--- src/rtl/sdram_arbiter_if.sv ---
// Request/acknowledge bundle between the PPU, CPU and loader requesters, the arbiter,
// and the single SDRAM manager port. Arbiter side is 'slave', requester/manager side is 'master'.
interface sdram_arbiter_if;
    logic        ppu_req;
    logic [24:0] ppu_addr;
    logic        ppu_ack;
    logic [7:0]  ppu_rdata;

    logic        cpu_req;
    logic        cpu_we;
    logic [24:0] cpu_addr;
    logic [7:0]  cpu_wdata;
    logic        cpu_ack;
    logic [7:0]  cpu_rdata;

    logic        ldr_req;
    logic        ldr_lh;
    logic [24:0] ldr_addr;
    logic [7:0]  ldr_data;
    logic        ldr_ack;

    logic        mem_req;
    logic        mem_we;
    logic [24:0] mem_addr;
    logic [7:0]  mem_wdata;
    logic        mem_ack;
    logic [7:0]  mem_rdata;

    logic [1:0]  grant;

    modport slave (
        input  ppu_req, ppu_addr,
        output ppu_ack, ppu_rdata,
        input  cpu_req, cpu_we, cpu_addr, cpu_wdata,
        output cpu_ack, cpu_rdata,
        input  ldr_req, ldr_lh, ldr_addr, ldr_data,
        output ldr_ack,
        output mem_req, mem_we, mem_addr, mem_wdata,
        input  mem_ack, mem_rdata,
        output grant
    );

    modport master (
        output ppu_req, ppu_addr,
        input  ppu_ack, ppu_rdata,
        output cpu_req, cpu_we, cpu_addr, cpu_wdata,
        input  cpu_ack, cpu_rdata,
        output ldr_req, ldr_lh, ldr_addr, ldr_data,
        input  ldr_ack,
        input  mem_req, mem_we, mem_addr, mem_wdata,
        output mem_ack, mem_rdata,
        input  grant
    );
endinterface

--- src/rtl/sdram_arbiter.sv ---
// Serialises PPU/CPU/loader byte accesses onto one SDRAM manager port, PPU first with a starvation escape.
// Minimum 3 cycles per access (sample, issue until mem_ack, ack); requesters wait by holding req.
module sdram_arbiter #(
    parameter logic [24:0] CHR_BASE     = 25'h100000,
    parameter int          STARVE_LIMIT = 8
) (
    input  logic            sysclk,
    input  logic            reset,
    sdram_arbiter_if.slave  bus
);

    typedef enum logic [1:0] {
        S_IDLE  = 2'd0,
        S_ISSUE = 2'd1,
        S_ACK   = 2'd2
    } state_t;

    localparam logic [1:0] G_NONE = 2'd0;
    localparam logic [1:0] G_PPU  = 2'd1;
    localparam logic [1:0] G_CPU  = 2'd2;
    localparam logic [1:0] G_LDR  = 2'd3;
    localparam logic [7:0] LIMIT  = 8'(STARVE_LIMIT);

    state_t      state_q, state_d;
    logic [1:0]  grant_q, grant_d;
    logic        mem_req_q, mem_req_d;
    logic        mem_we_q, mem_we_d;
    logic [24:0] mem_addr_q, mem_addr_d;
    logic [7:0]  mem_wdata_q, mem_wdata_d;
    logic [7:0]  ppu_rdata_q, ppu_rdata_d;
    logic [7:0]  cpu_rdata_q, cpu_rdata_d;
    logic [7:0]  starve_q, starve_d;

    logic        others_pending;
    logic        starved;
    logic [24:0] ldr_mapped;

    assign others_pending = bus.cpu_req | bus.ldr_req;
    assign starved        = (starve_q == LIMIT) && others_pending;
    // 25-bit add: loader offsets past the top of the address space wrap around
    assign ldr_mapped     = (bus.ldr_lh ? CHR_BASE : 25'd0) + bus.ldr_addr;

    always_comb begin
        state_d     = state_q;
        grant_d     = grant_q;
        mem_req_d   = mem_req_q;
        mem_we_d    = mem_we_q;
        mem_addr_d  = mem_addr_q;
        mem_wdata_d = mem_wdata_q;
        ppu_rdata_d = ppu_rdata_q;
        cpu_rdata_d = cpu_rdata_q;
        starve_d    = starve_q;

        case (state_q)
            S_IDLE: begin
                if (!others_pending) begin
                    starve_d = 8'd0;
                end
                if (bus.ppu_req && !starved) begin
                    grant_d     = G_PPU;
                    mem_req_d   = 1'b1;
                    mem_we_d    = 1'b0;
                    mem_addr_d  = bus.ppu_addr;
                    mem_wdata_d = 8'd0;
                    state_d     = S_ISSUE;
                    if (others_pending && (starve_q != LIMIT)) begin
                        starve_d = starve_q + 8'd1;
                    end
                end else if (bus.cpu_req) begin
                    grant_d     = G_CPU;
                    mem_req_d   = 1'b1;
                    mem_we_d    = bus.cpu_we;
                    mem_addr_d  = bus.cpu_addr;
                    mem_wdata_d = bus.cpu_wdata;
                    state_d     = S_ISSUE;
                    starve_d    = 8'd0;
                end else if (bus.ldr_req) begin
                    grant_d     = G_LDR;
                    mem_req_d   = 1'b1;
                    mem_we_d    = 1'b1;
                    mem_addr_d  = ldr_mapped;
                    mem_wdata_d = bus.ldr_data;
                    state_d     = S_ISSUE;
                    starve_d    = 8'd0;
                end
            end
            S_ISSUE: begin
                if (bus.mem_ack) begin
                    mem_req_d = 1'b0;
                    state_d   = S_ACK;
                    if (grant_q == G_PPU) begin
                        ppu_rdata_d = bus.mem_rdata;
                    end
                    if ((grant_q == G_CPU) && !mem_we_q) begin
                        cpu_rdata_d = bus.mem_rdata;
                    end
                end
            end
            S_ACK: begin
                state_d = S_IDLE;
                grant_d = G_NONE;
            end
            default: begin
                state_d   = S_IDLE;
                grant_d   = G_NONE;
                mem_req_d = 1'b0;
            end
        endcase
    end

    always_ff @(posedge sysclk or negedge reset) begin
        if (!reset) begin
            state_q     <= S_IDLE;
            grant_q     <= G_NONE;
            mem_req_q   <= 1'b0;
            mem_we_q    <= 1'b0;
            mem_addr_q  <= 25'd0;
            mem_wdata_q <= 8'd0;
            ppu_rdata_q <= 8'd0;
            cpu_rdata_q <= 8'd0;
            starve_q    <= 8'd0;
        end else begin
            state_q     <= state_d;
            grant_q     <= grant_d;
            mem_req_q   <= mem_req_d;
            mem_we_q    <= mem_we_d;
            mem_addr_q  <= mem_addr_d;
            mem_wdata_q <= mem_wdata_d;
            ppu_rdata_q <= ppu_rdata_d;
            cpu_rdata_q <= cpu_rdata_d;
            starve_q    <= starve_d;
        end
    end

    assign bus.ppu_ack   = (state_q == S_ACK) && (grant_q == G_PPU);
    assign bus.cpu_ack   = (state_q == S_ACK) && (grant_q == G_CPU);
    assign bus.ldr_ack   = (state_q == S_ACK) && (grant_q == G_LDR);
    assign bus.ppu_rdata = ppu_rdata_q;
    assign bus.cpu_rdata = cpu_rdata_q;
    assign bus.mem_req   = mem_req_q;
    assign bus.mem_we    = mem_we_q;
    assign bus.mem_addr  = mem_addr_q;
    assign bus.mem_wdata = mem_wdata_q;
    assign bus.grant     = grant_q;

endmodule

--- src/flat_wrapper.sv ---
// flat-port wrapper written by rule: the top's interface ports become plain ports
module sdram_arbiter_flat 
#(
    parameter logic [24:0] CHR_BASE     = 25'h100000,
    parameter int          STARVE_LIMIT = 8
)
  (sysclk, reset, bus_ppu_req, bus_ppu_addr, bus_ppu_ack, bus_ppu_rdata, bus_cpu_req, bus_cpu_we, bus_cpu_addr, bus_cpu_wdata, bus_cpu_ack, bus_cpu_rdata, bus_ldr_req, bus_ldr_lh, bus_ldr_addr, bus_ldr_data, bus_ldr_ack, bus_mem_req, bus_mem_we, bus_mem_addr, bus_mem_wdata, bus_mem_ack, bus_mem_rdata, bus_grant);
  sdram_arbiter_if bus_i ();
  input  logic sysclk;
  input  logic reset;
  input wire logic [$bits(bus_i.ppu_req)-1:0] bus_ppu_req;
  input wire logic [$bits(bus_i.ppu_addr)-1:0] bus_ppu_addr;
  output wire logic [$bits(bus_i.ppu_ack)-1:0] bus_ppu_ack;
  output wire logic [$bits(bus_i.ppu_rdata)-1:0] bus_ppu_rdata;
  input wire logic [$bits(bus_i.cpu_req)-1:0] bus_cpu_req;
  input wire logic [$bits(bus_i.cpu_we)-1:0] bus_cpu_we;
  input wire logic [$bits(bus_i.cpu_addr)-1:0] bus_cpu_addr;
  input wire logic [$bits(bus_i.cpu_wdata)-1:0] bus_cpu_wdata;
  output wire logic [$bits(bus_i.cpu_ack)-1:0] bus_cpu_ack;
  output wire logic [$bits(bus_i.cpu_rdata)-1:0] bus_cpu_rdata;
  input wire logic [$bits(bus_i.ldr_req)-1:0] bus_ldr_req;
  input wire logic [$bits(bus_i.ldr_lh)-1:0] bus_ldr_lh;
  input wire logic [$bits(bus_i.ldr_addr)-1:0] bus_ldr_addr;
  input wire logic [$bits(bus_i.ldr_data)-1:0] bus_ldr_data;
  output wire logic [$bits(bus_i.ldr_ack)-1:0] bus_ldr_ack;
  output wire logic [$bits(bus_i.mem_req)-1:0] bus_mem_req;
  output wire logic [$bits(bus_i.mem_we)-1:0] bus_mem_we;
  output wire logic [$bits(bus_i.mem_addr)-1:0] bus_mem_addr;
  output wire logic [$bits(bus_i.mem_wdata)-1:0] bus_mem_wdata;
  input wire logic [$bits(bus_i.mem_ack)-1:0] bus_mem_ack;
  input wire logic [$bits(bus_i.mem_rdata)-1:0] bus_mem_rdata;
  output wire logic [$bits(bus_i.grant)-1:0] bus_grant;
  assign bus_i.ppu_req = bus_ppu_req;
  assign bus_i.ppu_addr = bus_ppu_addr;
  assign bus_ppu_ack = bus_i.ppu_ack;
  assign bus_ppu_rdata = bus_i.ppu_rdata;
  assign bus_i.cpu_req = bus_cpu_req;
  assign bus_i.cpu_we = bus_cpu_we;
  assign bus_i.cpu_addr = bus_cpu_addr;
  assign bus_i.cpu_wdata = bus_cpu_wdata;
  assign bus_cpu_ack = bus_i.cpu_ack;
  assign bus_cpu_rdata = bus_i.cpu_rdata;
  assign bus_i.ldr_req = bus_ldr_req;
  assign bus_i.ldr_lh = bus_ldr_lh;
  assign bus_i.ldr_addr = bus_ldr_addr;
  assign bus_i.ldr_data = bus_ldr_data;
  assign bus_ldr_ack = bus_i.ldr_ack;
  assign bus_mem_req = bus_i.mem_req;
  assign bus_mem_we = bus_i.mem_we;
  assign bus_mem_addr = bus_i.mem_addr;
  assign bus_mem_wdata = bus_i.mem_wdata;
  assign bus_i.mem_ack = bus_mem_ack;
  assign bus_i.mem_rdata = bus_mem_rdata;
  assign bus_grant = bus_i.grant;
  sdram_arbiter #(.CHR_BASE(CHR_BASE), .STARVE_LIMIT(STARVE_LIMIT)) u_core (.sysclk(sysclk), .reset(reset), .bus(bus_i));
endmodule
--- config.mk ---
export PLATFORM = sky130hd
export DESIGN_NAME = sdram_arbiter_flat
export DESIGN_NICKNAME = d
export VERILOG_FILES = /design/src/rtl/sdram_arbiter_if.sv /design/src/rtl/sdram_arbiter.sv /design/src/flat_wrapper.sv
export SDC_FILE = /design/constraint.sdc
export NUM_CORES = 1
export LEC_CHECK = 0
export CAP_MARGIN = 5
export CORE_ASPECT_RATIO = 0.9
export CORE_MARGIN = 10
export CORE_UTILIZATION = 40
export CTS_CLUSTER_SIZE = 30
export DETAILED_ROUTE_END_ITERATION = 10
export GPL_TIMING_DRIVEN = 0
export PLACE_DENSITY = 0.92
export SLEW_MARGIN = 20
export SYNTH_ARGS = -nofsm -noshare
export SYNTH_HDL_FRONTEND = slang
export SYNTH_SLANG_ARGS = --single-unit
--- constraint.sdc ---
create_clock -name sysclk -period 2.81 [get_ports sysclk]
set_input_delay 0.281 -clock sysclk [delete_from_list [all_inputs] [get_ports sysclk]]
set_output_delay 0.281 -clock sysclk [all_outputs]
set_load 0.1 [all_outputs]
# After elaboration in Yosys (flattened, before gate mapping)
# Index checks and enable logic that the tools add are counted.
# word_totals
regBits,63
latchBits,0
ramBits,0
romBits,0
input_bits,107
memories,0
# op_classes
addsub,2
n_mul,0
div,0
n_lt_le_gt_ge,0
n_eq_ne,9
n_shift,0
n_mux,28
n_bitwise,3
reduce_logical,17
# ops
cell,count
2-to-1 mux 25 bit,3
2-to-1 mux 8 bit,8
adder 25 bit,1
2-to-1 mux 21 bit,1
2-to-1 mux 2 bit,7
AND reduction 3 bit,3
adder 8 x 1 -> 8 bit (second input constant),1
== test 8 x 4 -> 1 bit (second input constant),1
inequality test 8 x 4 -> 1 bit (second input constant),1
case mux 2 bit (2 select lines),2
logical AND 1 bit,7
== test 2 bit (second input constant),3
2-to-1 mux 1 bit,6
AND reduction 2 bit,3
== test 2 x 1 -> 1 bit (second input constant),2
inequality test 4 x 3 -> 1 bit (second input constant),1
case mux 1 bit (3 select lines),1
nonzero test 3 bit,1
logical NOT 1 bit,2
logical NOT 2 bit,1
inequality test 2 bit (second input constant),1
NOT 1 bit,2
OR 1 bit,1

# Logic depth before layout (Yosys ltp)
# Gate-level depths: netlist of the first run.
# logic_depth
ltp_word,6
ltp_mapped,8
ltp_nobuf,6

# Worst setup path before layout of the first run
# OpenSTA, ideal clock, no wires.
# synth_path
kind,register to output
startpoint,register u_core.grant_q[0] (netlist: u_core.bus.grant[0])
endpoint,output bus_ppu_ack
t_arrival_ns,2.351
slack_ns,0.178
path_stages_with_launch,3
n_path_buf,0
cell_sequence,dfrtp_1 nand2_1 nor2_1
# synth_via
elab_chain_len,2
# synth_lines
element,line,source
start: declaration,sdram_arbiter.sv:25,"logic [1:0] grant_q, grant_d;"
start signal: assignment,sdram_arbiter.sv:124,grant_q <= grant_d;
== test 2 x 1 -> 1 bit,sdram_arbiter.sv:135,assign bus.ppu_ack = (state_q == S_ACK) && (grant_q == G_PPU);
logical AND 1 bit,sdram_arbiter.sv:135,
end: declaration,flat_wrapper.sv:13,output wire logic [$bits(bus_i.ppu_ack)-1:0] bus_ppu_ack;
# Every way passes these cells.

# Worst setup path in the final report of the first run
# layout_path
startpoint,register u_core.state_q[0]
endpoint,output bus_ldr_ack
# layout_via
elab_chain_len,2
# layout_lines
element,line,source
start: declaration,sdram_arbiter.sv:24,"state_t state_q, state_d;"
start signal: assignment,sdram_arbiter.sv:123,state_q <= state_d;
== test 2 bit,sdram_arbiter.sv:137,assign bus.ldr_ack = (state_q == S_ACK) && (grant_q == G_LDR);
logical AND 1 bit,sdram_arbiter.sv:137,
end: declaration,flat_wrapper.sv:25,output wire logic [$bits(bus_i.ldr_ack)-1:0] bus_ldr_ack;
# Every way passes these cells.

==> flow_summary.toml, run 1 <==
[worst_hold_path]
min_path_type = "input pin to async pin"

[critical_path]
crit_end = "bus_ldr_ack"
worstPathMaxFanout = 10
worstSetupStartpointType = "flip-flop"
cp_top_family = "buffers and inverters"
crit_path_max_incr_delay_ps = 750
worstPathRequired_ps = 2530
critical_path.cell_chain = "buf_2 -> nor2_1 -> and3_1 -> dlymetal6s2s_1"
cp.depth = 4
worstSetupEndpointType = "primary output"
arrival_ps = 2070
slowest_stage = "dlymetal6s2s_1"
r2r_slack_ps = 860
cp-startpoint = "u_core.state_q[0]"
r2r-start = "u_core.starve_q[0]"
reg2regPathDepth = 8
rr_endpoint = "u_core.bus.mem_addr[10]"
path_buf_inv = 2
crit_type = "flip-flop to primary output"

[clocking]
worstSkewPairLatency_ps = 340
cts_buffer_depth = 2
cts_tree = "done"
cts_post_setup_buffers_inserted = 0
root_buffer = "clkbuf_8"
path_clk_slew_ps = 80
htree_levels = 3
cts_made_buffers = 9
cts_sinks = 63

[floorplan]
rows = 31
start_util = 0.409
dieArea_mm2 = 0.0122
ioPinCount = 163
die_h_um = 106
core_mm2 = 0.00799
die_w_um = 115

[sta]
finalSetupTns_ps = 0
min_period_over_period = 0.838
worst_pin_slew_ps = 1010
slew_headroom = 0.323
clock.fmax_mhz = 425
drv_slew = 0
finalCriticalPeriod_ps = 2350
finClkSkew_ps = 11.0
setup_viol = 0
rsz0062_at_grt = "no"
finalHoldViolCount = 0

[logic_synthesis]
synth_cell_types = 36
syn_nets = 416
synth_area_mm2 = 0.00327
yosysMostFrequentCell = "dfrtp_1"
ys.flop_type = "dfrtp_1"
netlist_instances = 305
synth_top_area_share = 0.482
synth_commonest_cells = "63 x dfrtp_1, 42 x nand2_1, 31 x mux2i_1, 26 x nand3_1, 22 x o311ai_1"
synth_seq_cells = 63
synthTopCellsByArea = "dfrtp_1 48%, mux2i_1 9.5%, o311ai_1 5.9%"
synth_area_per_cell_um2 = 10.7
synth_edf_count = 0
yosysTopAreaCell = "dfrtp_1"
async_reset_ff_frac = 1.00
ys_seq_area_frac = 0.482
synth_warnings = 0

[route]
ant_nets = 0
drt_iter0_drc = 101
wirelength_um = 10900
vias = 3085
wire_per_inst_um = 18.7
first_pass_iters = 4
drc = 0
avgViaCountPerCell = 5.28

[global_route]
grt_max_degree = 52
grt_pass1_vias = 3396
grt_pass1_wl_um = 17500
antenna_found_initial = 0
grt-ovfl-total = 0
track_usage = 0.179

[final_layout]
multi_input_area_mm2 = 0.00155
areaGrowthSynthToFinish_pct = 60.7
layout-drive-gt1-share = 0.136
antenna_cells = 0
fillers = 645
seqCellArea_mm2 = 0.00158
final_util = 0.658
final_area_mm2 = 0.00526
nNetsFinal = 591

[power]
irDropWorstVdd_v = 0.000675
p_per_area_mw_per_mm2 = 1220
p_leak_nw = 2.29

[placed_design]
place_congestion = 0.809
io_buffers = 162
hpwl_um = 8860
placed_cell_area_mm2 = 0.00504

[job]
max_cap_violations = 0

[outcome]
status = "finished clean"
stage by stage:
step | total power [mW] | cells | hold WS [ps] | worst slack, ps
2_1_floorplan | 4.56 | 305 | -14.6 | 178
4_1_cts | 6.48 | 584 | 322 | 58.2
5_1_grt | 6.69 | 584 | 340 | 365
6_report | 6.44 | 584 | 328 | 456
3_3_place_gp | 5.62 | 566 | 466 | -592
3_5_place_dp | 5.69 | 567 | 153 | 441
metal layers:
layer	up-vias	wire length, um	global-route usage
li1	1468	-	-
met1	1488	4000	0.190
met2	113	5810	0.314
met3	16	931	0.0731
met4	0	167	0.0548
met5	-	0	0
cells by family (layout without fill, tap and decap cells):
| group | Yosys count | count (layout) | synth area share |
|---|---|---|---|
| AND/OR/NAND/NOR | 105 | 105 | 0.156 |
| flip-flops | 63 | 63 | 0.482 |
| AO/OA/AOI/OAI | 50 | 50 | 0.129 |
| multiplexers | 48 | 48 | 0.153 |
| buffers and inverters | 27 | 207 | 0.0432 |
| XOR/XNOR | 8 | 8 | 0.0214 |
| adder cells (fa/ha/maj) | 4 | 4 | 0.0153 |
worst reg2reg max path, delay by kind of cell, from the launching register on:
kind            cells  cell delay (ps)
compound gates      2              360
fa+ha+maj           1              190
buf+inv             3              600
flops               1              390
simple gates        2              320
where the power goes:
part	leakage, nW	switching, mW	internal, mW
combinational	1.41	3.16	1.02
clock	0.0981	0.360	0.429
sequential	0.788	0.209	1.26
total	2.29	3.73	2.71
final cells by class:
cell class / instances / share of cell area
Buffer: 22 / 0.0233
Clock buffer: 10 / 0.0262
Clock inverter: 6 / 0.0114
Inverter: 5 / 0.00357
Multi-Input combinational cell: 215 / 0.295
Sequential cell: 63 / 0.300
Tap cell: 99 / 0.0236
Timing Repair Buffer: 164 / 0.317
registers in the layout, summed over array words and instances, names as in the netlist:
signal                cells
u_core.bus.mem_addr      25
u_core.bus.mem_req        1
u_core.starve_q           8
u_core.bus.ppu_rdata      8
u_core.state_q            2
u_core.bus.mem_wdata      8
u_core.bus.grant          2
u_core.bus.mem_we         1
u_core.bus.cpu_rdata      8
what timing repair did:
item	CTS	global route
setup endpoints to repair	0	3
resized for setup	0	3
endpoints found under the hold margin	12	0
hold buffers	1	0
how the worst min path moves through the flow:
stage,end,slack (ps),cells past startpoint
detailed placement,u_core.bus.cpu_rdata[0],150,1
floorplan,u_core.bus.cpu_rdata[0],-10,0
global placement,u_core.bus.mem_addr[22],470,2
finish,u_core.bus.ppu_rdata[0],330,2
CTS,u_core.bus.ppu_rdata[0],320,2
global route,u_core.bus.ppu_rdata[0],340,2
cells in the final DEF, fill, tap and decap left out, types with 3 or more instances in the layout:
cell,n
buf_2,11
clkinv_2,3
o311ai_1,22
nand3_1,26
o21ai_0,6
mux2i_1,31
nand4_1,4
clkbuf_1,6
xor2_1,6
nor2_1,15
clkdlybuf4s50_1,158
clkbuf_8,10
ha_1,4
o31ai_2,8
nand2_1,42
a21oi_1,6
dlymetal6s2s_1,3
buf_4,4
mux2_2,17
and3_1,4
inv_1,5
dfrtp_1,63
Power figures use the tool's default switching activity.
==> run 2, diff against run 1 <==
- CORE_UTILIZATION: 40 -> 37
- PLACE_DENSITY: 0.92 -> 0.9
- clock period: 2.81 -> 2 ns (I/O delays scaled with it)
==> flow_summary.toml, run 2 (synthesis results as in run 1) <==
[outcome]
status = "finished clean"

[global_route]
antenna_found_initial = 0
grt-ovfl-total = 0
grt_pass1_vias = 3381
track_usage = 0.165
grt_pass1_wl_um = 17400
grt_max_degree = 48

[critical_path]
path_buf_inv = 2
worstPathMaxFanout = 10
crit_type = "flip-flop to primary output"
reg2regPathDepth = 5
cp_top_family = "buffers and inverters"
critical_path.cell_chain = "buf_2 -> nor2_1 -> nand2_1 -> nor2_2 -> buf_2"
worstSetupEndpointType = "primary output"
crit_path_max_incr_delay_ps = 430
slowest_stage = "buf_2"
cp_common_cell = "buf_2"
arrival_ps = 1710
cp.depth = 5
worstPathRequired_ps = 1800
worstSetupStartpointType = "flip-flop"

[power]
p_comb_frac = 0.649
p_sw_mw = 5.20
p_int_mw = 3.34
irDropWorstVdd_v = 0.000739
p_leak_nw = 2.35
power_mw = 8.54
p_clk_frac = 0.112
switching_share = 0.609
p_per_area_mw_per_mm2 = 1650
seqPwrFrac = 0.240

[final_layout]
antenna_cells = 0
mostFrequentLayoutCell = "clkdlybuf4s50_1"
layout_common_cells = "105 x clkdlybuf4s50_1, 63 x dfrtp_1, 53 x dlygate4sd2_1"
nNetsFinal = 591
fin_cells = 603
fillers = 760
largest_register_ffs = 25
areaGrowthSynthToFinish_pct = 58.5
layout-drive-gt1-share = 0.147

[clocking]
cts_buffer_depth = 2
root_buffer = "clkbuf_8"
cts_tree = "done"
worstSkewPairLatency_ps = 340
cts_sinks = 63
cts_made_buffers = 9
path_clk_slew_ps = 60
htree_levels = 3

[route]
avgViaCountPerCell = 5.19
vias = 3129
first_pass_iters = 4
wirelength_um = 10900
wire_per_inst_um = 18.0
drt_iter0_drc = 117
ant_nets = 0
drc = 0

[sta]
finalCriticalPeriod_ps = 1910
setup_viol = 0
rsz0062_at_grt = "no"
whs_ps = 281
finClkSkew_ps = 12.1
clock.fmax_mhz = 523
drv_slew = 0
finalHoldViolCount = 0
worst_pin_slew_ps = 1000
slew_headroom = 0.333
timing.final.ws_setup_ps = 86.5
min_period_over_period = 0.957

[placed_design]
hpwl_um = 8780
place_inst = 587
place_congestion = 0.778
dp_slack_ps = -303
io_buffers = 162

[floorplan]
start_util = 0.380
dieArea_mm2 = 0.0130
core_mm2 = 0.00861
rows = 32
die_w_um = 119
ioPinCount = 163
die_h_um = 109

[worst_hold_path]
min_path_type = "input pin to async pin"

[job]
max_cap_violations = 0
-- run 2: final cells by class --
type                    instances  area [um^2]  share of cell area
repair buffers                164         1580               0.305
multi-input cells             215         1570               0.302
clock buffers                  11          141              0.0273
flip-flops and latches         63         1580               0.304
inverters                       5         18.8             0.00362
well taps                     119          149              0.0287
clock inverters                 4         22.5             0.00434
plain buffers                  22          130              0.0251
-- run 2: worst paths after layout --
check,startpoint,endpoint,slack [ps]
min in group sysclk,bus_ppu_addr[0],u_core.bus.mem_addr[0],450
worst max register to register,u_core.state_q[0],u_core.bus.mem_addr[13],180
worst min register to register,u_core.bus.mem_addr[0],u_core.bus.mem_addr[0],480
max in group asynchronous,reset,u_core.bus.grant[1],1200
worst max-delay path,u_core.state_q[0],bus_ppu_ack,90
worst min-delay path,reset,u_core.bus.mem_addr[4],280
-- run 2: through the flow --
step | utilization | setup TNS (ps) | area, um^2
finish | 0.602 | 0 | 5180
global placement | 0.586 | -83370 | 5050
floorplan | - | -288 | 3280
CTS | 0.600 | 0 | 5160
detailed placement | 0.589 | -3450 | 5070
global route | 0.602 | 0 | 5180
-- run 2: what timing repair did --
item,in CTS,in global routing
endpoints found under the setup margin,56,25
hold buffers,1,0
endpoints found under the hold margin,16,0
buffers inserted,0,0
resized for setup,68,7
-- run 2: per-layer routing --
metal | vias to the layer above | GRT usage | wire length (um)
met5 | - | 0 | 0
met4 | 0 | 0.0357 | 82
met3 | 7 | 0.0749 | 961
met2 | 115 | 0.304 | 5840
met1 | 1541 | 0.170 | 3970
li1 | 1466 | - | -
-- run 2: power by group through the flow --
stage	Combinational, mW	Sequential (mW)	Clock (mW)
2_1_floorplan	0.892	5.51	0
3_3_place_gp	5.83	2.06	0
3_5_place_dp	5.90	2.09	0
4_1_cts	5.57	2.05	0.986
5_1_grt	5.74	2.12	1.03
6_report	5.54	2.05	0.955
==> run 3, diff against run 2 <==
- REMOVE_ABC_BUFFERS: not set -> 1
==> flow_summary.toml, run 3 (synthesis results as in run 1) <==
[final_layout]
nNetsFinal = 578
areaGrowthSynthToFinish_pct = 59.2
layout-drive-gt1-share = 0.140
fin_cells = 591
mostFrequentLayoutCell = "clkdlybuf4s50_1"
largest_register_ffs = 25
layout_common_cells = "104 x clkdlybuf4s50_1, 62 x dfrtp_1, 53 x dlygate4sd2_1"
fillers = 714
antenna_cells = 0

[route]
drt_iter0_drc = 119
wire_per_inst_um = 17.3
ant_nets = 0
drc = 0
first_pass_iters = 4
avgViaCountPerCell = 5.12
wirelength_um = 10200
vias = 3027

[power]
p_per_area_mw_per_mm2 = 1660
irDropWorstVdd_v = 0.000866
p_leak_nw = 2.35
power_mw = 8.65

[floorplan]
die_w_um = 119
start_util = 0.380
ioPinCount = 163
die_h_um = 109
dieArea_mm2 = 0.0130
rows = 32
core_mm2 = 0.00861

[placed_design]
io_buffers = 162
place_inst = 569
hpwl_um = 8250
place_congestion = 0.785
dp_slack_ps = -424

[global_route]
grt_pass1_vias = 3285
grt_max_degree = 67
grt-ovfl-total = 0
track_usage = 0.157
grt_pass1_wl_um = 16500
antenna_found_initial = 0

[clocking]
cts_tree = "done"
cts_buffer_depth = 2
htree_levels = 3
cts_made_buffers = 9
worstSkewPairLatency_ps = 330
root_buffer = "clkbuf_8"
path_clk_slew_ps = 70
cts_sinks = 63

[sta]
worst_pin_slew_ps = 1010
setup_viol = 0
finalHoldViolCount = 0
finalSetupTns_ps = 0
min_period_over_period = 0.928
drv_slew = 0
clock.fmax_mhz = 539
slew_headroom = 0.330
finalCriticalPeriod_ps = 1860
finClkSkew_ps = 8.60
whs_ps = 316
timing.final.ws_setup_ps = 144
rsz0062_at_grt = "no"

[worst_hold_path]
min_path_type = "input pin to async pin"

[critical_path]
slowest_stage = "dlygate4sd2_1"
r2r_slack_ps = 190
crit_type = "flip-flop to primary output"
worstSetupEndpointType = "primary output"
critical_path.cell_chain = "dlygate4sd2_1"
path_buf_inv = 1
worstSetupStartpointType = "flip-flop"
crit_path_max_incr_delay_ps = 890
worstPathRequired_ps = 1800
cp_top_family = "buffers and inverters"
arrival_ps = 1660
worstPathMaxFanout = 7

[job]
max_cap_violations = 0

[outcome]
status = "finished clean"
==> run 3: worst paths after layout <==
path,start,end,cells past startpoint
worst max-delay path,u_core.bus.grant[1],bus_grant[1],1
worst min-delay path,reset,u_core.starve_q[1],2
worst max register to register,u_core.starve_q[0],u_core.bus.mem_addr[18],8
worst min register to register,u_core.bus.mem_wdata[1],u_core.bus.mem_wdata[1],2
max in group asynchronous,reset,u_core.state_q[1],3
min in group sysclk,bus_cpu_req,u_core.bus.mem_addr[23],3
==> run 3: cell type report <==
cell class,count,area (um^2),area share
sequential,63,1580,0.303
clock inverter,6,60.1,0.0115
clock buffer,10,138,0.0264
inverter,5,18.8,0.00360
tap,119,149,0.0286
timing repair buffer,173,1690,0.324
multi-input combinational,215,1580,0.303
==> run 3: timing repair <==
action,4_1_cts,5_1_grt
gates cloned,0,0
gates resized for setup,71,1
hold buffers,1,0
buffers inserted,0,5
pin swaps,0,1
hold endpoints to repair,21,0
setup endpoints to repair,56,8
==> run 3: where the power goes <==
| part | internal [mW] | switching [mW] |
|---|---|---|
| Combinational | 1.08 | 4.39 |
| Clock | 0.603 | 0.494 |
| Sequential | 1.77 | 0.304 |
==> run 3: metal layers <==
| layer | up-vias | track usage | share of wire |
|---|---|---|---|
| met3 | 14 | 0.0873 | 0.12 |
| met2 | 131 | 0.258 | 0.48 |
| met1 | 1438 | 0.169 | 0.38 |
| met4 | 0 | 0.0557 | 0.015 |
| li1 | 1444 | - | - |
| met5 | - | 0 | 0 |
==> run 3: metrics by stage <==
stage          cell area (um^2)  utilization
2_1_floorplan              3150            -
3_3_place_gp               4920        0.571
3_5_place_dp               5030        0.585
4_1_cts                    5170        0.600
5_1_grt                    5210        0.605
6_report                   5210        0.605
